File: src/rtl/pipe_hazard_ctrl.sv
// pipe_hazard_ctrl: stall/flush scheduler for the 5-stage pipeline.
// It decides which pipeline registers load, which ones flush, and what
// the PC loads next. It also owns the mult/div busy counter and the
// EXL flag.
//
// Ports:
//   clk, reset        clock; synchronous active-high reset
//   load_use          D-stage instruction depends on an E-stage load
//   d_uses_md         D-stage instruction touches the mult/div unit
//   md_start          E-stage instruction issues mult/div this cycle
//   md_is_div         qualifies md_start: 1 = div/divu
//   d_pc              PC of the D-stage instruction (stall bubble PC)
//   exc_m             synchronous exception in M stage
//   int_req, ie       interrupt request and global enable
//   eret_m            eret in M stage
//   epc               return target for eret
//   en_pc, en_fd, en_de, en_em, en_mw   register enables
//   flush_fd, flush_de, flush_em        flush-with-PC requests
//   bubble_pc         PC written into flushed registers
//   redirect          PC loads redirect_pc at the next edge
//   redirect_pc       redirect target
//   md_busy           mult/div unit busy
//   exl               exception level flag
//   exc_take          exception/interrupt accepted this cycle
// Optional (`define PIPE_STATS_EN):
//   stall_cycles      count of plain stall cycles
//   flush_events      count of take/eret cycles
module pipe_hazard_ctrl #(
  parameter int          MULT_CYCLES = 5,
  parameter int          DIV_CYCLES  = 10,
  parameter logic [31:0] EXC_VECTOR  = 32'h00004180
) (
  input  logic        clk,
  input  logic        reset,
  input  logic        load_use,
  input  logic        d_uses_md,
  input  logic        md_start,
  input  logic        md_is_div,
  input  logic [31:0] d_pc,
  input  logic        exc_m,
  input  logic        int_req,
  input  logic        ie,
  input  logic        eret_m,
  input  logic [31:0] epc,
  output logic        en_pc,
  output logic        en_fd,
  output logic        en_de,
  output logic        en_em,
  output logic        en_mw,
  output logic        flush_fd,
  output logic        flush_de,
  output logic        flush_em,
  output logic [31:0] bubble_pc,
  output logic        redirect,
  output logic [31:0] redirect_pc,
  output logic        md_busy,
  output logic        exl,
  output logic        exc_take
`ifdef PIPE_STATS_EN
  ,
  output logic [31:0] stall_cycles,
  output logic [31:0] flush_events
`endif
);

  localparam int MAXC   = (DIV_CYCLES > MULT_CYCLES) ? DIV_CYCLES : MULT_CYCLES;
  localparam int CW_RAW = $clog2(MAXC + 1);
  localparam int CW     = (CW_RAW < 4) ? 4 : CW_RAW;

  logic [CW-1:0] md_cnt;
  logic          take;
  logic          stall;

  assign take    = exc_m | (int_req & ie & ~exl);
  assign md_busy = (md_cnt != '0);
  // md_start counts as busy in its issue cycle, so a dependent D-stage
  // instruction stalls before the counter is even loaded.
  assign stall   = load_use | (d_uses_md & (md_busy | md_start));

  // Priority: take > eret > stall > run.
  always_comb begin
    en_pc       = 1'b1;
    en_fd       = 1'b1;
    en_de       = 1'b1;
    en_em       = 1'b1;
    en_mw       = 1'b1;
    flush_fd    = 1'b0;
    flush_de    = 1'b0;
    flush_em    = 1'b0;
    bubble_pc   = 32'h0;
    redirect    = 1'b0;
    redirect_pc = 32'h0;
    exc_take    = 1'b0;
    if (take) begin
      exc_take    = 1'b1;
      flush_fd    = 1'b1;
      flush_de    = 1'b1;
      flush_em    = 1'b1;
      redirect    = 1'b1;
      redirect_pc = EXC_VECTOR;
      bubble_pc   = EXC_VECTOR;
    end else if (eret_m) begin
      flush_fd    = 1'b1;
      flush_de    = 1'b1;
      flush_em    = 1'b1;
      redirect    = 1'b1;
      redirect_pc = epc;
      bubble_pc   = epc;
    end else if (stall) begin
      // Hold PC and F/D; D/E stays enabled so the flush inserts a bubble.
      en_pc     = 1'b0;
      en_fd     = 1'b0;
      flush_de  = 1'b1;
      bubble_pc = d_pc;
    end
  end

  // An in-flight mult/div keeps counting through take/eret; only an
  // issue that is itself being flushed (take) is dropped.
  always_ff @(posedge clk) begin
    if (reset) begin
      md_cnt <= '0;
      exl    <= 1'b0;
    end else begin
      if (md_start && !take)
        md_cnt <= md_is_div ? CW'(DIV_CYCLES) : CW'(MULT_CYCLES);
      else if (md_busy)
        md_cnt <= md_cnt - 1'b1;
      if (take)
        exl <= 1'b1;
      else if (eret_m)
        exl <= 1'b0;
    end
  end

`ifdef PIPE_STATS_EN
  always_ff @(posedge clk) begin
    if (reset) begin
      stall_cycles <= 32'h0;
      flush_events <= 32'h0;
    end else begin
      if (stall && !take && !eret_m)
        stall_cycles <= stall_cycles + 32'd1;
      if (take || eret_m)
        flush_events <= flush_events + 32'd1;
    end
  end
`endif

endmodule

File: config.mk
export PLATFORM = sky130hd
export DESIGN_NAME = pipe_hazard_ctrl
export DESIGN_NICKNAME = d
export VERILOG_FILES = /design/src/rtl/pipe_hazard_ctrl.sv
export SDC_FILE = /design/constraint.sdc
export NUM_CORES = 1
export LEC_CHECK = 0
export ABC_AREA = 0
export BUFFER_PORTS_ARGS = -buffer_cell sky130_fd_sc_hd__buf_2
export CAP_MARGIN = 20
export CORE_MARGIN = 2
export CORE_UTILIZATION = 31
export DETAILED_ROUTE_END_ITERATION = 10
export PLACE_DENSITY = 0.92
export SLEW_MARGIN = 20
export SYNTH_ARGS = -nofsm -noshare
export SYNTH_HDL_FRONTEND = slang
export SYNTH_SLANG_ARGS = --single-unit
File: constraint.sdc
create_clock -name clk -period 2.4 [get_ports clk]
set_clock_uncertainty 0.2 [all_clocks]
set_input_delay 0.24 -clock clk [delete_from_list [all_inputs] [get_ports clk]]
set_output_delay 0.24 -clock clk [all_outputs]
set_load 0.005 [all_outputs]
## Word-level counts from Yosys, hierarchy flattened

Index checks and enable logic that the tools add are counted.

- Add/subtract/negate cells: 1
- Muxes and demuxes: 19
- Bitwise gates (word level): 7
- Reductions and logical operators: 5

Operator list:

| cell | count |
|---|---|
| $mux 32 | 5 |
| $mux 4 | 3 |
| $mux 1 | 11 |
| $reduce_bool 2->1 | 2 |
| $reduce_bool 4->1 | 1 |
| $sub 4x1->4 const B | 1 |
| $and 1x1->1 | 3 |
| $or 1x1->1 | 3 |
| $logic_and 1x1->1 | 1 |
| $logic_not 1->1 | 1 |
| $not 1->1 | 1 |

- Flip-flop bits (word level): 5
- Input port bits: 74
- Output and inout port bits: 76
- Logic and storage cells: 34

## Depth between registers and ports, before layout

- Depth in word-level cells: 7
- Depth in mapped cells: 7
- Mapped depth without buffers: 5

## Worst setup path after synthesis

Ideal clock, no wire load.

- Path kind: reg-to-output
- Start point: register md_cnt[0]
- End point: output bubble_pc[0]
- Arrival time: 1.382 ns
- Data required time: 1.960 ns
- Slack: 0.578 ns
- Cell stages (with the launch flop): 7
- Buffers on the path: 1
- Cell sequence: dfxtp_1 -> inv_1 -> ha_1 -> nor3b_4 -> a21oi_4 -> buf_6 -> a32o_1

- Longest elaborated chain between the ends: 7

RTL lines:

| item | RTL line | text |
|---|---|---|
| from (decl) | 70 | `logic [CW-1:0] md_cnt;` |
| from (signal assigned) | 126 | `md_cnt <= md_is_div ? CW'(DIV_CYCLES) : CW'(MULT_CYCLES);` |
| from (signal assigned) | 128 | `md_cnt <= md_cnt - 1'b1;` |
| $reduce_bool 4->1 | 75 | `assign md_busy = (md_cnt != '0);` |
| $or 1x1->1 | 78 | `assign stall = load_use \| (d_uses_md & (md_busy \| md_start));` |
| $and 1x1->1 | 78 |  |
| $or 1x1->1 | 78 |  |
| $mux 32 | 109 | `end else if (stall) begin` |
| $mux 32 | 102 | `end else if (eret_m) begin` |
| $mux 32 | 94 | `if (take) begin` |
| to (decl) | 53 | `output logic [31:0] bubble_pc,` |

No other way between the ends.

## Final worst setup path

- Start point: register md_cnt[1]
- End point: output bubble_pc[22]

Same word-level chain as after synthesis.

==> results.json <==
{
  "die_area_mm2": 0.003958,
  "io-pin-count": 150,
  "ant_nets": 0,
  "placedInstanceArea_mm2": 0.001747,
  "drcViolationCount": 0,
  "setup_violations": 0,
  "synth.distinct_cells": 37,
  "synth-compound-area-share": 0.3686,
  "min_period_over_period": 0.9657,
  "whs_ns": 0.02911,
  "root_buffer": "clkbuf_4",
  "final_util": 0.5669,
  "critical_path.max_fanout": 8,
  "htreeDepth": 1,
  "numCtsBuffers": 3,
  "wl_per_cell_um": 12.79,
  "via_count": 1591,
  "cts_buffer_depth": 2,
  "synth_top_family_by_area": "compound AO/OA/AOI/OAI gates",
  "yosysTopAreaCell": "a32o_1",
  "max_freq_mhz": 431.5,
  "finalWirelength_um": 4117,
  "timing_worst_setup_path_type": "reg -> out",
  "netlist_area_mm2": 0.001076,
  "dp_hpwl_um": 3078,
  "drtIter0Drc": 91,
  "cp.required_ns": 1.96,
  "synthTopCellsByArea": "a32o_1 27%, and2_1 17%, dfxtp_1 9.3%",
  "final-max-slew-violation-count": 0,
  "syn_to_final_growth_pct": 75.81,
  "path_buf_inv": 4,
  "core_area_mm2": 0.003337,
  "dr.pass1.iters": 4,
  "die_h_um": 62.92,
  "clkPwrFrac": 0.098,
  "power.share.switching": 0.3859,
  "p_per_area_mw_per_mm2": 522.9,
  "clkTransAtPathRegs_ns": 0.04,
  "syn_inst": 131,
  "synthSimpleGateAreaFrac": 0.3047,
  "ys_seq_area_frac": 0.09302,
  "drt-vias-per-instance": 4.941,
  "worst_path_max_delay_cell": "dfxtp_1",
  "synthXorXnorAreaFrac": 0.01628,
  "hold_path.class": "in -> reg",
  "ys_ff_latch": 5,
  "grt_pass1_wl_um": 6313,
  "track_usage": 0.1901,
  "cp-end-kind": "output pin",
  "antenna_found_initial": 0,
  "slew-limit-headroom": 0.6420,
  "seq_power_share": 0.147,
  "combPwrFrac": 0.754,
  "nets": 353,
  "crit_arrival_ns": 1.88,
  "port_buffers": 146,
  "n_antenna_cell": 0,
  "rows": 21,
  "final_area_mm2": 0.001892,
  "place_inst": 310,
  "drive_gt1_frac": 0.6232,
  "first_global_vias": 1428,
  "stdcell_count": 322,
  "grt.overflow.total": 0,
  "initial_core_util": 0.3225,
  "crit_path_start_kind": "register",
  "synth_warnings": 0,
  "power.internal_uw": 607.5,
  "p_leak_nw": 1.058,
  "drv_cap": 0,
  "cts_sinks": 5,
  "r2r_setup_slack_ns": 0.54,
  "gp_congestion": 0.7235,
  "yosysTopAreaCellShare": 0.2698,
  "min_period_ns": 2.318,
  "muxShareOfSynthArea": 0.01977,
  "grt_max_degree": 33,
  "post_synth.cell_area_avg_um2": 8.214,
  "tritoncts": "built",
  "power.total_uw": 989.3,
  "clock_latency_ns": 0.25,
  "cp_cell_sequence": "inv_2 > ha_2 > nor3b_4 > buf_4 > a21oi_4 > clkbuf_16 > a32o_1 > buf_2",
  "hold_violations": 0,
  "cpPeakStageDelay_ns": 0.31,
  "power_switching_uw": 381.7,
  "worst_pin_slew_ns": 0.5351,
  "ir_worst_vdd_mv": 0.5077,
  "synthAdderAreaFrac": 0.02326,
  "status": "complete, no violations",
  "critical_path.top_delay_family": "buffers and inverters",
  "die_x_um": 62.92
}
[logic make-up after synthesis]
logic type,count (synthesis)
simple gates,52
compound gates,42
buf+inv,25
flops,5
fa+ha+maj,2
xor+xnor,2
mux,2
other cells,1
[what timing repair did]
item                                    4_1_cts  5_1_grt
hold buffers                                  0        0
cloned                                        1        1
resized for setup                             1        4
pin swaps                                     1        1
buffers inserted                              3        3
endpoints found under the setup margin       32       19
[placed cells by master (no fill, tap or decap), types with 2 or more instances in the layout]
master,Yosys,layout
nor2_1,4,4
a32o_1,29,29
nand2_1,8,8
inv_1,5,3
and2_1,29,29
buf_12,2,2
clkbuf_4,0,3
o22ai_1,2,2
dfxtp_1,5,5
a21oi_4,1,2
inv_2,1,3
a221o_1,3,3
nor3b_4,2,2
xnor2_1,2,2
buf_4,6,8
buf_2,3,146
a21oi_1,2,2
conb_1,1,3
[power by group through the flow]
stage	clock [mW]	combinational, mW	sequential, mW
final	0.0974	0.746	0.146
after global routing	0.104	0.814	0.150
after CTS	0.102	0.638	0.143
after detailed placement	0	0.548	0.145
after global placement	0	0.535	0.144
after floorplan	0	0.387	0.140
[state kept, by name (all words and copies together) (netlist names)]
name,flops
exl,1
md_cnt,4
[final timing paths]
path | start | cells after the start | end
min | reset | 2 | md_cnt[2]
max | md_cnt[1] | 8 | bubble_pc[22]
min reg2reg | exl | 2 | exl
max reg2reg | md_cnt[1] | 7 | md_cnt[1]
[through the flow]
step / worst slack (ns) / TNS [ns]
final: 0.08234 / 0
after floorplan: 0.5784 / 0
after CTS: -0.01859 / -0.01859
after global routing: -0.003125 / -0.004975
after global placement: 0.1701 / 0
after detailed placement: 0.1291 / 0
[layout make-up]
cell class                 count  area [um2]
clock buffer                   4       26.28
fill                         318        1445
inverter                       6       22.52
tap                           46       57.56
multi-input combinational    104       829.5
timing repair buffer         157       855.8
sequential                     5       100.1
[synth_stat cells]
cell,count
a32o_1,29
and2_1,29
nand2_1,8
buf_4,6
dfxtp_1,5
inv_1,5
buf_6,4
nor2_1,4
a221o_1,3
buf_2,3
clkbuf_1,3
a21oi_1,2
buf_12,2
ha_1,2
nor3b_4,2
o22ai_1,2
xnor2_1,2
a211o_1,1
a211oi_1,1
a21boi_0,1
a21o_1,1
a21oi_4,1
a31oi_1,1
and3b_2,1
clkbuf_2,1
conb_1,1
inv_2,1
mux2_2,1
mux2i_1,1
nand2b_1,1
nand3_1,1
nand3b_1,1
nor2b_1,1
nor3_1,1
nor3_2,1
or2_1,1
or2b_1,1
[routing by layer]
layer / global-route usage / wire (um) / part of all wire
met5: 0 / 0 / 0
met4: 0.05000 / 20 / 0.0049
met3: 0.04144 / 387 / 0.094
met2: 0.3777 / 2110 / 0.51
met1: 0.1961 / 1598 / 0.39
Note: power is estimated with default switching activity, not from simulation.
